**config.mk**
```make
export PLATFORM = sky130hd
export DESIGN_NAME = rr_arbiter_1hot_8
export DESIGN_NICKNAME = d
export VERILOG_FILES = /design/src/rtl/arb_pkg.sv /design/src/rtl/rr_pick_1hot.sv /design/src/rtl/rr_arbiter_1hot_8.sv
export SDC_FILE = /design/constraint.sdc
export NUM_CORES = 1
export LEC_CHECK = 0
export ABC_AREA = 0
export CAP_MARGIN = 20
export CORE_ASPECT_RATIO = 0.8
export CORE_MARGIN = 4
export CORE_UTILIZATION = 53
export DETAILED_ROUTE_END_ITERATION = 16
export PLACE_DENSITY = 0.73
export SLEW_MARGIN = 20
export SYNTH_ARGS = -nofsm -noshare
export SYNTH_HDL_FRONTEND = slang
export SYNTH_SLANG_ARGS = --single-unit
```
**constraint.sdc**
```tcl
create_clock -name clk -period 6.08 [get_ports clk]
set_input_delay 1.824 -clock clk [delete_from_list [all_inputs] [get_ports clk]]
set_output_delay 1.824 -clock clk [all_outputs]
set_load 0.01 [all_outputs]
```
**src/rtl/arb_pkg.sv**
```systemverilog
// Shared types and constants for the one-hot round-robin arbiter.
package arb_pkg;

    // Arbiter FSM: either nobody owns the grant, or exactly one requester does.
    typedef enum logic {
        IDLE = 1'b0,
        OWN  = 1'b1
    } arb_st_t;

    // The downstream 8-to-3 encoder only supports eight requesters.
    localparam int ARB_N            = 8;

    // Default cap on consecutive ownership while other requesters wait.
    localparam int ARB_MAX_HOLD_DEF = 16;

endpackage : arb_pkg

```
**src/rtl/rr_pick_1hot.sv**
```systemverilog
// Combinational circular priority picker: returns the first set bit of
// mask scanning upward from ptr, wrapping from N-1 to 0, as a one-hot vector.
module rr_pick_1hot
    import arb_pkg::*;
#(
    parameter int N  = ARB_N,
    parameter int PW = (N > 1) ? $clog2(N) : 1
) (
    input  logic [N-1:0]  mask,
    input  logic [PW-1:0] ptr,
    output logic [N-1:0]  win,
    output logic          any
);

    logic          found;
    logic [PW-1:0] idx;

    // Walk the candidates starting at ptr; the first hit wins, later hits are ignored.
    always_comb begin
        // NOTE: every variable written here gets a default first so no path leaves it unassigned (no latch).
        win   = '0;
        found = 1'b0;
        idx   = '0;
        for (int off = 0; off < N; off++) begin
            idx = PW'((int'(ptr) + off) % N);
            if (!found && mask[idx]) begin
                win[idx] = 1'b1;
                found    = 1'b1;
            end
        end
    end

    // A winner exists exactly when at least one candidate is set.
    assign any = |mask;

endmodule : rr_pick_1hot

```
**src/rtl/rr_arbiter_1hot_8.sv**
```systemverilog
// Round-robin arbiter for level-sensitive requesters with grant locking and a
// bounded hold time. The registered grant is always zero or one-hot so the
// downstream one-hot-to-binary encoder never sees an illegal code.
module rr_arbiter_1hot_8
    import arb_pkg::*;
#(
    parameter int N        = ARB_N,
    parameter int MAX_HOLD = ARB_MAX_HOLD_DEF
) (
    input  logic         clk,
    input  logic         reset,
    input  logic [N-1:0] req,
    output logic [N-1:0] grant,
    output logic         gnt_valid,
    output logic         preempt
);

    localparam int PW = (N > 1) ? $clog2(N) : 1;
    localparam int HW = (MAX_HOLD > 1) ? $clog2(MAX_HOLD) : 1;

    // Saturation value of the hold counter; reaching it with others waiting forces a handover.
    localparam logic [HW-1:0] HCNT_MAX = HW'(MAX_HOLD - 1);

    arb_st_t       st;
    logic [PW-1:0] ptr;
    logic [PW-1:0] own;
    logic [HW-1:0] hcnt;

    logic [N-1:0]  own_mask;
    logic [N-1:0]  cand;
    logic [N-1:0]  win;
    logic          win_any;
    logic [PW-1:0] win_idx;
    logic [PW-1:0] win_nxt;
    logic          own_req;
    logic          hold_full;

    // Binary index of a one-hot vector; only ever applied to the picker output.
    function automatic logic [PW-1:0] onehot_to_idx(input logic [N-1:0] v);
        logic [PW-1:0] r;
        r = '0;
        for (int i = 0; i < N; i++) begin
            if (v[i]) begin
                r = r | PW'(i);
            end
        end
        return r;
    endfunction

    assign own_mask = N'(1) << own;
    assign own_req  = req[own];
    assign hold_full = (hcnt == HCNT_MAX);

    // In OWN the current owner is masked out so a release or preempt always hands over to someone else.
    always_comb begin
        cand = req;
        if (st == OWN) begin
            cand = req & ~own_mask;
        end
    end

    rr_pick_1hot #(
        .N  (N),
        .PW (PW)
    ) u_pick (
        .mask (cand),
        .ptr  (ptr),
        .win  (win),
        .any  (win_any)
    );

    assign win_idx = onehot_to_idx(win);
    assign win_nxt = (win_idx == PW'(N - 1)) ? '0 : win_idx + PW'(1);

    // FSM, round-robin pointer, hold counter and registered outputs in one clocked process.
    always_ff @(posedge clk or posedge reset) begin
        // NOTE: only control state and outputs are reset; all of it is small flop state, there is no memory here.
        if (reset) begin
            st        <= IDLE;
            ptr       <= '0;
            own       <= '0;
            hcnt      <= '0;
            grant     <= '0;
            gnt_valid <= 1'b0;
            preempt   <= 1'b0;
        end else begin
            // NOTE: sequential state uses non-blocking assignments so every register sees pre-edge values.
            preempt <= 1'b0;
            unique case (st)
                IDLE: begin
                    if (win_any) begin
                        st        <= OWN;
                        own       <= win_idx;
                        ptr       <= win_nxt;
                        hcnt      <= '0;
                        grant     <= win;
                        gnt_valid <= 1'b1;
                    end else begin
                        grant     <= '0;
                        gnt_valid <= 1'b0;
                    end
                end

                OWN: begin
                    if (!own_req) begin
                        // Owner released: hand over back-to-back, or go idle if nobody else wants it.
                        if (win_any) begin
                            own       <= win_idx;
                            ptr       <= win_nxt;
                            hcnt      <= '0;
                            grant     <= win;
                            gnt_valid <= 1'b1;
                        end else begin
                            st        <= IDLE;
                            hcnt      <= '0;
                            grant     <= '0;
                            gnt_valid <= 1'b0;
                        end
                    end else if (hold_full && win_any) begin
                        // Owner overstayed while others wait: force the handover and flag it.
                        own       <= win_idx;
                        ptr       <= win_nxt;
                        hcnt      <= '0;
                        grant     <= win;
                        gnt_valid <= 1'b1;
                        preempt   <= 1'b1;
                    end else if (!hold_full) begin
                        // Owner keeps the grant; count toward the cap, saturating at HCNT_MAX.
                        hcnt <= hcnt + HW'(1);
                    end
                end

                default: begin
                    st        <= IDLE;
                    grant     <= '0;
                    gnt_valid <= 1'b0;
                end
            endcase
        end
    end

endmodule : rr_arbiter_1hot_8

```
* Word-level counts from Yosys, hierarchy flattened
Index checks and enable logic that the tools add are counted.
** Cells by class
- $add $sub $neg :: 9
- Muxes and demuxes :: 84
- $lt $le $gt $ge :: 17
- Bitwise gates (word level) :: 10
- Shift operators :: 1
- Equal/unequal tests :: 5
- Divide/modulo/power cells :: 0
- $mul :: 0
- Reductions and logical operators :: 25
** Operators with widths (number)
- $mux W8 :: 12
- $or A8 B8 Y8 :: 7
- $lt A3 B4 Y1 const B :: 9
- $mux W3 :: 11
- $mux W1 :: 32
- $bmux W1 S3 :: 9
- $demux W1 S3 :: 8
- $ge A3 B1 Y1 const B :: 8
- $logic_and A1 B1 Y1 :: 16
- $mux W4 :: 4
- $pmux W8 S2 :: 1
- $add A3 B3 Y3 const B :: 4
- $pmux W3 S2 :: 2
- $and A8 B8 Y8 :: 1
- $not A8 Y8 :: 1
- $pmux W4 S2 :: 1
- $reduce_or A8 Y1 :: 1
- $shl A1 B3 Y8 const A :: 1
- $logic_not A1 Y1 :: 7
- $add A3 B1 Y3 const B :: 2
- $add A3 B2 Y3 const B :: 2
- $add A4 B1 Y4 const B :: 1
- $eq A4 B4 Y1 const B :: 1
- $mux W2 :: 2
- other kinds (7) :: 8
** Storage, ports and cells
- Bits in registers :: 21
- Input bits :: 10
- Memory bits (writable) :: 0
- Output and inout bits :: 10
- Bits in read-only memories :: 0
- Bits in latches :: 0
- Memories kept :: 0

* Longest topological paths before layout
- Depth after elaboration :: 40
- Gate-level depth with buffers :: 21
- Gate-level depth less buffers :: 15

* Hierarchy
Synthesis repeated with hierarchy kept, for this count alone.
** Second synthesis, totals
- Cell total of the unflattened synthesis :: 208
- Area total of the unflattened synthesis :: 2177.1 sq um
** Modules (own cells, without submodules)
- rr_arbiter_1hot_8 :: instances 1, area each 1176.1 sq um, cells each 102, seq. area each 525.5 sq um
- rr_pick_1hot :: instances 1, area each 1001.0 sq um, cells each 106, seq. area each 0.0 sq um

* Worst setup path after synthesis
Ideal clock, no wire load.
- Path kind :: register to register
- Start :: reg ptr[0]
- End :: reg ptr[2]
- Required time :: 5.946 ns
- Arrival :: 4.421 ns
- Stages on the path, launching flop included :: 20
- Setup time :: 0.134 ns
- Slack :: 1.524 ns
- Period minus slack after synthesis :: 4.556 ns
- Cell sequence :: dfrtp_1 > inv_1 > buf_2 > clkbuf_1 > clkbuf_1 > ha_1 > clkbuf_1 > inv_1 > buf_2 > o32ai_1 > mux4_2 > or4_4 > o31a_1 > o2111ai_1 > nand4b_1 > or3_1 > ha_1 > ha_1 > nand2_1 > o21ai_0
** Between the ends
- Longest elaborated chain between the ends :: 36
- Elaborated cells on any way between the ends :: 113
- Classes of those cells :: 8 x add/sub; 16 x order compare; 1 x eq/ne; 59 x mux; 7 x bitwise; 22 x reduce/logical
** RTL lines
- start: declaration :: line rr_arbiter_1hot_8.sv:25 : logic [PW-1:0] ptr;
- start signal: assignment :: line rr_arbiter_1hot_8.sv:94 : ptr <= win_nxt;
- start signal: assignment :: line rr_arbiter_1hot_8.sv:109 : ptr <= win_nxt;
- start signal: assignment :: line rr_arbiter_1hot_8.sv:122 : ptr <= win_nxt;
- branches (longest 23 deep; another with $lt A3 B4 Y1)
- $mux W8 * :: line rr_pick_1hot.sv:26 : if (!found && mask[idx]) begin
- $mux W1 :: line rr_arbiter_1hot_8.sv:43 : if (v[i]) begin
- $mux W2 (2 in series) :: line rr_arbiter_1hot_8.sv:43
- $mux W3 (3 in series) :: line rr_arbiter_1hot_8.sv:43
- $mux W3 * :: line rr_arbiter_1hot_8.sv:43
- $add A3 B1 Y3 / $eq A3 B3 Y1 (equally long branches) :: line rr_arbiter_1hot_8.sv:73 : assign win_nxt = (win_idx == PW'(N - 1)) ? '0 : win_idx + PW'(1);
- $mux W3 * :: line rr_arbiter_1hot_8.sv:73
- $mux W3 (on tied branches) :: line rr_arbiter_1hot_8.sv:91, rr_arbiter_1hot_8.sv:107, rr_arbiter_1hot_8.sv:119
- $mux W3 :: line rr_arbiter_1hot_8.sv:105 : if (!own_req) begin
- $pmux W3 S2 * :: line rr_arbiter_1hot_8.sv:89 : unique case (st)
Every way passes the cells marked *. The select of a mux whose other input is x is not followed.
A chain may end at the register's enable or synchronous reset.

* Worst setup path in the final report
- Start :: in req[7]
- End :: reg ptr[0]
** Between the ends
- Longest elaborated chain between the ends :: 38
- Elaborated cells on any way between the ends :: 73
- Classes of those cells :: 1 x add/sub; 2 x eq/ne; 46 x mux; 8 x bitwise; 16 x reduce/logical
** RTL lines
- start: declaration :: line rr_arbiter_1hot_8.sv:12 : input logic [N-1:0] req,
- $and A8 B8 Y8 :: line rr_arbiter_1hot_8.sv:58 : cand = req & ~own_mask;
- $mux W8 :: line rr_arbiter_1hot_8.sv:57 : if (st == OWN) begin
- $bmux W1 S3 :: line rr_pick_1hot.sv:26
- $mux W1 (implied by the code) :: line rr_pick_1hot.sv:26
- $mux W1 :: line rr_pick_1hot.sv:26
- $logic_not A1 Y1 :: line rr_pick_1hot.sv:26
- $logic_and A1 B1 Y1 :: line rr_pick_1hot.sv:26
- $mux W1 :: line rr_pick_1hot.sv:26
- [18 not listed]
- $mux W1 :: line rr_arbiter_1hot_8.sv:43
- $mux W2 (2 in series) :: line rr_arbiter_1hot_8.sv:43
- $mux W3 (4 in series) :: line rr_arbiter_1hot_8.sv:43
- $add A3 B1 Y3 / $eq A3 B3 Y1 (equally long branches) :: line rr_arbiter_1hot_8.sv:73
- $mux W3 :: line rr_arbiter_1hot_8.sv:73
- $mux W3 (on tied branches) :: line rr_arbiter_1hot_8.sv:91, rr_arbiter_1hot_8.sv:107, rr_arbiter_1hot_8.sv:119
- $mux W3 :: line rr_arbiter_1hot_8.sv:105
- $pmux W3 S2 :: line rr_arbiter_1hot_8.sv:89
Several ways; a longest one is shown, not always the timed one. The select of a mux whose other input is x is not followed.

==> results_dict.tcl <==
set metrics [dict create \
    outcome "finished clean" \
    final_hold_viol_count 0 \
    critical_path.startpoint_type "input pin" \
    grt_use_total_pct 28.5 \
    synth.mux.area_fraction_pct 10.4 \
    finalSetupViolCount 0 \
    grt_max_degree 30 \
    dr_total_vias 3103 \
    largest_family_of_logic_cells_by_synthesized_area "simple AND/OR/NAND/NOR gates" \
    ctsRootBufferMaster "sky130_fd_sc_hd__clkbuf_8" \
    mappedNetlistArea_um2 2890 \
    cp_max_fo 6 \
    synth_top_area_share_pct 18.2 \
    critPathArrivalTime_ps 5580 \
    initialDrtViolationCount 338 \
    grt_setup_unrepaired "no" \
    route.antenna.remaining_nets 0 \
    crit_top_cell "sky130_fd_sc_hd__ha_1" \
    hold_buffers 0 \
    post_synth_num_cell_types 73 \
    synthesis.instances 357 \
    detail_route.vias_per_cell 7.39 \
    htree_num_levels 1 \
    setup.worst_path.class "input pin to register" \
    finalWorstPathRequiredPeriod_ps 5400 \
    synth.area.top_cells "sky130_fd_sc_hd__dfrtp_1 (18%), sky130_fd_sc_hd__mux4_2 (8.6%), sky130_fd_sc_hd__nand2_1 (5.4%), sky130_fd_sc_hd__ha_1 (3.9%), sky130_fd_sc_hd__nor2_1 (3.5%)" \
    synthFlopType "sky130_fd_sc_hd__dfrtp_1" \
    yosysWarningCount 0 \
    rows 23 \
    initial_util_pct 56.2 \
    cp_top_family "compound AO/OA/AOI/OAI gates" \
    cts.repair_timing.setup_buffer_count 0 \
    port_buffers 19 \
    nets 378 \
    global_route.overflow_total 0 \
    design.portCount 20 \
    post_cts.resized_instances 0 \
    yosys.area_share.adder_pct 3.89 \
    wl_per_cell_um 22.7 \
    grt_pass1_vias 2786 \
    globalplace.congestion 0.996 \
    asyncSetResetFlopFracSynth_pct 100 \
    cts_sinks 21 \
    count_of_tritonroute_iterations_in_the_first_routing_pass 6 \
    crit_path_end_kind "register" \
    routed_wirelength_um 9520 \
    worst_path_max_delay_cell "sky130_fd_sc_hd__o32ai_1" \
    hold_path.class "register to register" \
    total_clock_buffers_created_by_cts 3 \
    netlist.top_cell.by_area "sky130_fd_sc_hd__dfrtp_1" \
    final-instance-count-excl-fill 420 \
    clk_path_buf_depth 2 \
    finClkSkew_ps 1.91 \
    timing.critical_path.cells "clkdlybuf4s50_1 > inv_1 > o32ai_1 > mux4_2 > o32a_1 > nor3_1 > a221oi_2 > nand4b_1 > or3_1 > ha_1 > ha_1 > nor2_1 > nand3_1 > o31ai_1" \
    synth_compound_gate_area_share_pct 29.1 \
    flip_flop_and_latch_count_after_synthesis 21 \
    floorplan.die.width_um 90.6 \
    worstMarginPinSlew_ps 814 \
    synth_area_in_simple_gates_pct 31.3 \
    die_area_um2 6710 \
    synth-seq-area-share_pct 18.2 \
    syn_nets 376 \
    clk_pin_slew_ps 80 \
    placeableCoreArea_um2 5150 \
    drive_above_1_share_pct 10.1 \
    timing.slew.headroom_pct 45.7 \
    postSynthAreaPerCell_um2 8.11 \
    number_of_inserted_diodes 0 \
    detailedPlacementHpwl_um 7090 \
    timing_max_transition_violations_final 0 \
    finalSetupTns_ps 0 \
    yosys-top-cells-count "sky130_fd_sc_hd__nand2_1 (42), sky130_fd_sc_hd__nor2_1 (27), sky130_fd_sc_hd__dfrtp_1 (21)" \
    critical_path.n_buffers_inverters 2 \
    remaining_drc_errors 0 \
    placedCellCount 416 \
    maxCapViolCount 0 \
    clock.fmax_mhz 185 \
    synthXorXnorAreaFrac_pct 1.21 \
    floorplan.die.height_um 74.1 \
    clk-insertion-delay-late_ps 260 \
    synth_edf_count 0 \
    min_period_over_period_pct 88.9 \
    timing.critical_path.slowest_cell_delay_ps 600 \
    grt_antenna_before_repair 0 \
    synthToLayoutAreaGrowth_pct 7.74 \
    clock_tree_from_tritoncts "done" \
    post-synth-top-count-cell "sky130_fd_sc_hd__nand2_1" \
    worstPathRequired_ps 6250 \
    grt_first_pass_wirelength_um 15100 \
]
metrics by stage:
| stage | hold slack (ps) | cell area (um^2) | setup slack [ps] | utilization, % |
|---|---|---|---|---|
| global placement | 484 | 3070 | 563 | 59.7 |
| CTS | 511 | 3120 | 805 | 60.5 |
| floorplan | 476 | 2890 | 1520 | - |
| global route | 547 | 3120 | 476 | 60.5 |
| detailed placement | 492 | 3070 | 533 | 59.7 |
| finish | 507 | 3120 | 678 | 60.5 |
metal layers:
metal  up-vias  global-route usage, %  wire length [um]
met4         0                   5.77               138
met2       186                   43.7              4160
met5         -                      0                 0
met3        12                   5.76               860
li1       1419                      -                 -
met1      1486                   42.0              4360
worst register-to-register path, cell delays in order (launching register included):
cell	delay, ps
sky130_fd_sc_hd__dfrtp_1	780
sky130_fd_sc_hd__inv_1	320
sky130_fd_sc_hd__ha_1	380
sky130_fd_sc_hd__buf_4	280
sky130_fd_sc_hd__nand2b_1	150
sky130_fd_sc_hd__o32ai_1	150
sky130_fd_sc_hd__mux4_2	610
sky130_fd_sc_hd__or4_4	590
sky130_fd_sc_hd__o31a_1	290
sky130_fd_sc_hd__o2111ai_1	380
sky130_fd_sc_hd__nand4b_1	220
sky130_fd_sc_hd__or3_1	130
sky130_fd_sc_hd__ha_1	140
sky130_fd_sc_hd__ha_1	230
sky130_fd_sc_hd__nand2_1	70
sky130_fd_sc_hd__o21ai_0	90
state kept, by name (all words and copies together), names as in the netlist:
name and cells:
grant 8, ptr 3, hcnt 4, own 3, preempt 1, gnt_valid 1, st 1
cell type report:
class,instances,area [um^2]
Fill cell,488,2030
Tap cell,62,77.6
Clock buffer,4,45.0
Inverter,14,52.6
Multi-Input combinational cell,296,2200
Sequential cell,21,526
Timing Repair Buffer,23,220
logic make-up after synthesis:
group                      Yosys count
DFF                                 21
AOI/OAI and AO/OA                  108
and+or+nand+nor                    159
muxes                               16
adders and majority gates            9
xor gates and xnor gates             4
buffers and inverters               40
final timing paths:
check | slack (ps) | endpoint | from | cells after the start
worst max register to register | 1130 | ptr[2]$_DFFE_PP0P_ | ptr[1]$_DFFE_PP0P_ | 15
worst min register to register | 510 | gnt_valid$_DFFE_PP0P_ | gnt_valid$_DFFE_PP0P_ | 2
worst min-delay path | 510 | gnt_valid$_DFFE_PP0P_ | gnt_valid$_DFFE_PP0P_ | 2
min in group asynchronous | 2020 | grant[4]$_DFFE_PP0P_ | reset | 2
worst max-delay path | 680 | ptr[0]$_DFFE_PP0P_ | req[7] | 14
max in group asynchronous | 3560 | st$_DFF_PP0_ | reset | 2
layout by cell type, fill, tap and decap left out, types with 10 or more instances in the layout:
cell                              synthesis  layout
sky130_fd_sc_hd__nand2_1                 42      42
sky130_fd_sc_hd__nor2_1                  27      27
sky130_fd_sc_hd__dfrtp_1                 21      21
sky130_fd_sc_hd__clkdlybuf4s50_1          0      19
sky130_fd_sc_hd__nand3_1                 16      16
sky130_fd_sc_hd__inv_1                   14      14
sky130_fd_sc_hd__nor3_1                  12      12
sky130_fd_sc_hd__mux4_2                  11      11
sky130_fd_sc_hd__o21ai_0                 11      11
sky130_fd_sc_hd__nand2b_1                10      10
sky130_fd_sc_hd__o32ai_1                 10      10
Power is not shown: default switching activity piles up to over one toggle a cycle in this logic, so the estimate is an artifact.
